**config.mk**
```make
export PLATFORM = sky130hd
export DESIGN_NAME = imm_extend_pipe_flat
export DESIGN_NICKNAME = d
export VERILOG_FILES = /design/src/rtl/imm_ext_pkg.sv /design/src/rtl/imm_extend_pipe_if.sv /design/src/rtl/imm_ext_core.sv /design/src/rtl/imm_extend_pipe.sv /design/src/flat_wrapper.sv
export SDC_FILE = /design/constraint.sdc
export NUM_CORES = 1
export LEC_CHECK = 0
export ABC_AREA = 0
export BUFFER_PORTS_ARGS = -buffer_cell sky130_fd_sc_hd__buf_4
export CORE_ASPECT_RATIO = 1.2
export CORE_MARGIN = 2
export CORE_UTILIZATION = 30
export DETAILED_ROUTE_END_ITERATION = 12
export PLACE_DENSITY = 0.54
export SLEW_MARGIN = 15
export SYNTH_ARGS = -nofsm -noshare
export SYNTH_HDL_FRONTEND = slang
export SYNTH_SLANG_ARGS = --single-unit
```
**constraint.sdc**
```tcl
create_clock -name clk -period 2 [get_ports clk]
set_clock_uncertainty 0.2 [all_clocks]
set_input_delay 0.1 -clock clk [delete_from_list [all_inputs] [get_ports clk]]
set_output_delay 0.1 -clock clk [all_outputs]
set_load 0.01 [all_outputs]
```
**src/rtl/imm_ext_pkg.sv**
```systemverilog
// Shared types and default widths for the immediate-extension logic.
// Used by the extender pipeline and by the ALU-immediate path.
package imm_ext_pkg;

   localparam int IMM_W  = 16;
   localparam int WORD_W = 32;

   typedef enum logic [1:0] {
      MODE_SEXT  = 2'b00,
      MODE_ZEXT  = 2'b01,
      MODE_UPPER = 2'b10,
      MODE_SHL2  = 2'b11
   } mode_e;

   typedef enum logic [1:0] {
      ST_EMPTY = 2'b00,
      ST_ONE   = 2'b01,
      ST_TWO   = 2'b10
   } state_e;

endpackage

```
**src/rtl/imm_extend_pipe_if.sv**
```systemverilog
// Producer/consumer handshake bundle for the immediate extender.
// The slave modport is the extender's view; the master modport is the environment's view.
interface imm_extend_pipe_if #(
   parameter int IN_W  = 16,
   parameter int OUT_W = 32
);
   logic             flush;
   logic             in_valid;
   logic             in_ready;
   logic [IN_W-1:0]  in_imm;
   logic [1:0]       in_mode;
   logic             out_valid;
   logic             out_ready;
   logic [OUT_W-1:0] out_data;

   modport slave (
      input  flush, in_valid, in_imm, in_mode, out_ready,
      output in_ready, out_valid, out_data
   );

   modport master (
      output flush, in_valid, in_imm, in_mode, out_ready,
      input  in_ready, out_valid, out_data
   );
endinterface

```
**src/rtl/imm_ext_core.sv**
```systemverilog
// Combinational immediate extender: sign, zero, upper-placed and branch-offset forms.
// Shared with the ALU-immediate path, so it carries no state.
module imm_ext_core
   import imm_ext_pkg::*;
#(
   parameter int IN_W  = IMM_W,
   parameter int OUT_W = WORD_W
) (
   input  logic [IN_W-1:0]  imm,
   input  mode_e            mode,
   output logic [OUT_W-1:0] result
);

   logic [OUT_W-1:0] sext;

   always_comb begin
      sext = {{(OUT_W-IN_W){imm[IN_W-1]}}, imm};
      unique case (mode)
         MODE_SEXT:  result = sext;
         MODE_ZEXT:  result = {{(OUT_W-IN_W){1'b0}}, imm};
         MODE_UPPER: result = {imm, {(OUT_W-IN_W){1'b0}}};
         MODE_SHL2:  result = {sext[OUT_W-3:0], 2'b00};
         default:    result = sext;
      endcase
   end

endmodule

```
**src/rtl/imm_extend_pipe.sv**
```systemverilog
// Registered immediate extender with a 2-entry skid buffer (M drives the output, S absorbs
// one extra result under backpressure) and a synchronous flush for pipeline redirects.
module imm_extend_pipe
   import imm_ext_pkg::*;
#(
   parameter int IN_W  = IMM_W,
   parameter int OUT_W = WORD_W
) (
   input  logic             clk,
   input  logic             rst_n,
   imm_extend_pipe_if.slave bus
);

   if (IN_W < 2 || OUT_W < IN_W + 2) begin : g_bad_params
      $error("imm_extend_pipe: need IN_W >= 2 and OUT_W >= IN_W + 2");
   end

   logic [OUT_W-1:0] result;
   state_e           state_q, state_d;
   logic [OUT_W-1:0] m_q, m_d;
   logic [OUT_W-1:0] s_q, s_d;
   logic             in_ready_q, in_ready_d;
   logic             in_xfer, out_xfer;

   imm_ext_core #(
      .IN_W (IN_W),
      .OUT_W(OUT_W)
   ) u_core (
      .imm   (bus.in_imm),
      .mode  (mode_e'(bus.in_mode)),
      .result(result)
   );

   assign bus.out_valid = (state_q != ST_EMPTY);
   assign bus.out_data  = m_q;
   assign bus.in_ready  = in_ready_q;

   assign in_xfer  = bus.in_valid && in_ready_q;
   assign out_xfer = bus.out_valid && bus.out_ready;

   always_comb begin
      // NOTE: every output gets a default first so no path through the case infers a latch.
      state_d = state_q;
      m_d     = m_q;
      s_d     = s_q;
      if (bus.flush) begin
         state_d = ST_EMPTY;
      end else begin
         unique case (state_q)
            ST_EMPTY: if (in_xfer) begin
               state_d = ST_ONE;
               m_d     = result;
            end
            ST_ONE: begin
               if (in_xfer && !out_xfer) begin
                  state_d = ST_TWO;
                  s_d     = result;
               end else if (in_xfer && out_xfer) begin
                  m_d = result;
               end else if (out_xfer) begin
                  state_d = ST_EMPTY;
               end
            end
            ST_TWO: if (out_xfer) begin
               state_d = ST_ONE;
               m_d     = s_q;
            end
            default: state_d = ST_EMPTY;
         endcase
      end
      // Ready is a flop of the next state, so it never sees out_ready combinationally.
      in_ready_d = (state_d != ST_TWO);
   end

   // NOTE: sequential state uses non-blocking assignments so all flops update from pre-edge values.
   always_ff @(posedge clk or negedge rst_n) begin
      if (!rst_n) begin
         // NOTE: M and S are data registers, but reset clears them so out_data is a known 0.
         state_q    <= ST_EMPTY;
         m_q        <= '0;
         s_q        <= '0;
         in_ready_q <= 1'b1;
      end else begin
         state_q    <= state_d;
         m_q        <= m_d;
         s_q        <= s_d;
         in_ready_q <= in_ready_d;
      end
   end

endmodule

```
**src/flat_wrapper.sv**
```systemverilog
// flat-port wrapper written by rule: the top's interface ports become plain ports
module imm_extend_pipe_flat import imm_ext_pkg::*;
#(
   parameter int IN_W  = IMM_W,
   parameter int OUT_W = WORD_W
)
  (clk, rst_n, bus_flush, bus_in_valid, bus_in_imm, bus_in_mode, bus_out_ready, bus_in_ready, bus_out_valid, bus_out_data);
  imm_extend_pipe_if #(.IN_W(IN_W), .OUT_W(OUT_W)) bus_i ();
  input  logic clk;
  input  logic rst_n;
  input wire logic [$bits(bus_i.flush)-1:0] bus_flush;
  input wire logic [$bits(bus_i.in_valid)-1:0] bus_in_valid;
  input wire logic [$bits(bus_i.in_imm)-1:0] bus_in_imm;
  input wire logic [$bits(bus_i.in_mode)-1:0] bus_in_mode;
  input wire logic [$bits(bus_i.out_ready)-1:0] bus_out_ready;
  output wire logic [$bits(bus_i.in_ready)-1:0] bus_in_ready;
  output wire logic [$bits(bus_i.out_valid)-1:0] bus_out_valid;
  output wire logic [$bits(bus_i.out_data)-1:0] bus_out_data;
  assign bus_i.flush = bus_flush;
  assign bus_i.in_valid = bus_in_valid;
  assign bus_i.in_imm = bus_in_imm;
  assign bus_i.in_mode = bus_in_mode;
  assign bus_i.out_ready = bus_out_ready;
  assign bus_in_ready = bus_i.in_ready;
  assign bus_out_valid = bus_i.out_valid;
  assign bus_out_data = bus_i.out_data;
  imm_extend_pipe #(.IN_W(IN_W), .OUT_W(OUT_W)) u_core (.clk(clk), .rst_n(rst_n), .bus(bus_i));
endmodule
```
==> run_results.csv <==
group,metric,value,unit
run_status,status,"finished, final reports clean",
setup_path,cp_cell_sequence,"dlygate4sd3_1, buf_4, nand2b_4, xnor2_1, a2bb2oi_1, nor2_1, dlygate4sd3_1",
synthesis,synthesis.area,3271,sq um
die,effective_utilization_at_floorplan,30.95,%
sta,post-route-period-util,93.66,%
synthesis,post_synthesis_net_count,342,
worst_hold_path,hold_path.startpoint,"bus_in_mode[0]",
die,die_width,99.32,um
sta,timing_hold_violations_final,0,
clocking,worstSkewPairLatency,0.33,ns
grt,grt_overflow_total,0,
pwr,ir_drop,0.3502,mV
grt,antenna_found_initial,0,
route,detailroute.via_count,2479,
setup_path,worstReg2RegStart,"u_core.bus.in_ready$_DFF_PN1_",
setup_path,worst_path_largest_cell_delay,0.55,ns
setup_path,start_kind,"input port",
layout,diodes,0,
sta,timing.final.max_slew_violations,0,
setup_path,crit_family,"buffers and inverters",
pwr,leakage,1.971,nW
route,detail_route.wl_per_cell,14.29,um
synthesis,ys.warnings.count,0,
synthesis,synth_seq_cells,67,
setup_path,setup.worst_path.class,"in -> reg",
layout,drive_gt1_share,30.58,%
route,via_per_inst,4.695,
grt,globalRouteTotalUtil,13.66,%
route,drt-pass1-iter-count,4,
route,totalWireLength,7546,um
worst_hold_path,min_path_type,"in -> reg",
synthesis,synthesis.instances,319,
synthesis,synthesized_area_per_cell,10.25,sq um
die,core_box_area,10570,sq um
run,timing.max_cap.violations,0,
setup_path,critical_path_buffers_and_inverters,3,
synthesis,synth.yosys.seq_area_share,51.30,%
setup_path,critical-path-slowest-cell,"dlygate4sd3_1",
route,drt_iter0_markers,107,
clocking,cts.htree.levels,3,
sta,tightestPinTransition,0.6923,ns
place,placement.io_buffers,56,
die,die-area,11760,sq um
grt,grt_max_degree,52,
synthesis,yosys.cell_types.count,32,
sta,post-route-min-period,1.873,ns
grt,via_count_of_the_first_global_routing_pass,2485,
place,place_congestion,0.8030,
place,place_hpwl,5368,um
setup_path,worst-endpoint-required,2.01,ns
clocking,numCtsBuffers,9,
layout,area.sequential,1678,sq um
sta,setup_viol,0,
layout,multi_input_comb_area,1449,sq um
die,floorplan.die.height,118.4,um
layout,post-route-util,41.08,%
layout,finish.instance_area,4342,sq um
setup_path,timing.critical_path.arrival,1.88,ns
clocking,clock_tree.root_cell,"clkbuf_16",
setup_path,cp-end-kind,"flip-flop",
place,post_dp_cell_area,3829,sq um
route,drc,0,
die,ioPinCount,57,
clocking,clock_transition_time_at_the_flip_flop_clock_pins_of_the_worst_setup_and_hold_paths,0.06,ns
sta,grt_setup_unrepaired,"false",
setup_path,cp_common_cell,"dlygate4sd3_1",
grt,grt_pass1_wl,12540,um
setup_path,crit_path_start,"bus_out_ready",
layout,area_delta_synth_final,32.75,%
pwr,p_per_area,1027,nW/um^2
layout,finalNetCount,418,
setup_path,setup.reg_to_reg.worst_slack,0.13,ns
sta,achievable-frequency,533.9,MHz
sta,max-slew-margin-rel,53.69,%
route,drt.antenna.violating_nets,0,
clocking,clock_sink_count,67,
clocking,post_cts_buffers,0,
clocking,max-clock-path-buffers,2,
die,std_cell_rows,41,
clocking,tritoncts,"built",
sta,finalSetupTns,0,ns
layout,final.fill_count,1040,
setup_path,crit_fanout,4,
[cell type report]
class                   count  share of cell area [%]
clock inverters             4                   1.153
flip-flops and latches     67                   38.65
repair buffers             87                   17.12
well taps                 129                   3.718
multi-input cells         228                   33.37
clock buffers              11                   5.821
inverters                   2                  0.1729
[path summary, 6_finish.rpt]
kind	endpoint	cells after the start
max	u_core.state_q[0]$_DFF_PN0_	7
min	u_core.s_q[10]$_DFFE_PN0P_	3
max reg2reg	u_core.s_q[26]$_DFFE_PN0P_	4
min reg2reg	u_core.s_q[4]$_DFFE_PN0P_	2
max in group asynchronous	u_core.bus.out_data[4]$_DFFE_PN0P_	3
min in group asynchronous	u_core.bus.in_ready$_DFF_PN1_	2
[logic make-up (layout without fill, tap and decap cells)]
logic type             Yosys count  after routing  synth area share (%)
AND/OR/NAND/NOR                108            108                 14.92
AO/OA/AOI/OAI                   85             85                 14.77
flip-flops                      67             67                 51.30
multiplexers                    33             33                 13.77
buffers and inverters           24            104                 4.476
XOR/XNOR                         2              2                0.7653
[layout by cell type (no fill, tap or decap), drive strengths merged, types with 2 or more instances in the layout]
cell / count
dfrtp: 66
buf: 66
nand2: 51
a21oi: 38
o21ai: 36
mux2: 33
nor2: 31
dlygate4sd3: 21
nor2b: 16
clkbuf: 11
a31oi: 7
nand2b: 4
inv: 2
clkinvlp: 2
xnor2: 2
a22oi: 2
[flip-flops by register name (all words and copies together), names as in the netlist]
| register | count |
|---|---|
| u_core.bus.out_data | 32 |
| u_core.s_q | 32 |
| u_core.state_q | 2 |
| u_core.bus.in_ready | 1 |
[report_power, final]
part	switching (mW)	internal, mW	total, mW	leakage [nW]
sequential	0.190	1.69	1.88	0.837
clock	0.566	1.02	1.59	0.144
combinational	0.423	0.563	0.987	0.990
[Yosys cell counts (all sizes together)]
library cell	number	area [sq um]
a211o	1	8.760
a21oi	38	212.7
a22oi	2	28.78
a2bb2oi	1	8.760
a31oi	7	43.79
and2	1	6.260
and3b	1	8.760
buf	16	116.4
clkbuf	6	22.52
dfrtp	66	1652
dfstp	1	26.28
inv	2	7.510
mux2	33	450.4
nand2	51	191.4
nand2b	4	32.53
nand3b	1	7.510
nor2	31	123.9
nor2b	16	100.1
nor3	1	5.000
o21ai	36	180.2
or2	1	6.260
or3	1	6.260
xnor2	2	25.03
[per-stage QoR]
stage,setup WS (ns),cells,total power [mW],hold slack (ns)
after floorplan,0.1929,319,2.429,-0.3956
after global placement,0.1404,492,2.850,-0.2140
after detailed placement,0.1273,492,2.877,-0.2166
after CTS,0.1262,528,4.522,0.03197
after global routing,0.02265,528,4.721,0.07414
final,0.1269,528,4.458,0.03720
[metal layers]
layer	vias to the layer above	track usage, %	part of all wire, %
li1	1234	-	-
met1	1175	17.65	45
met2	57	21.37	49
met3	13	2.484	3.6
met4	0	7.705	2.7
met5	-	0	0
[tightest hold or removal path, stage by stage]
cell and delay, ns:
buf_4 0.17, a31oi_1 0.11, o21ai_0 0.14
[timing repair]
item	CTS	global route
gates resized for setup	0	0
hold endpoints to repair	101	0
hold buffers	21	0
No activity file was read; power rests on OpenSTA's default activity.
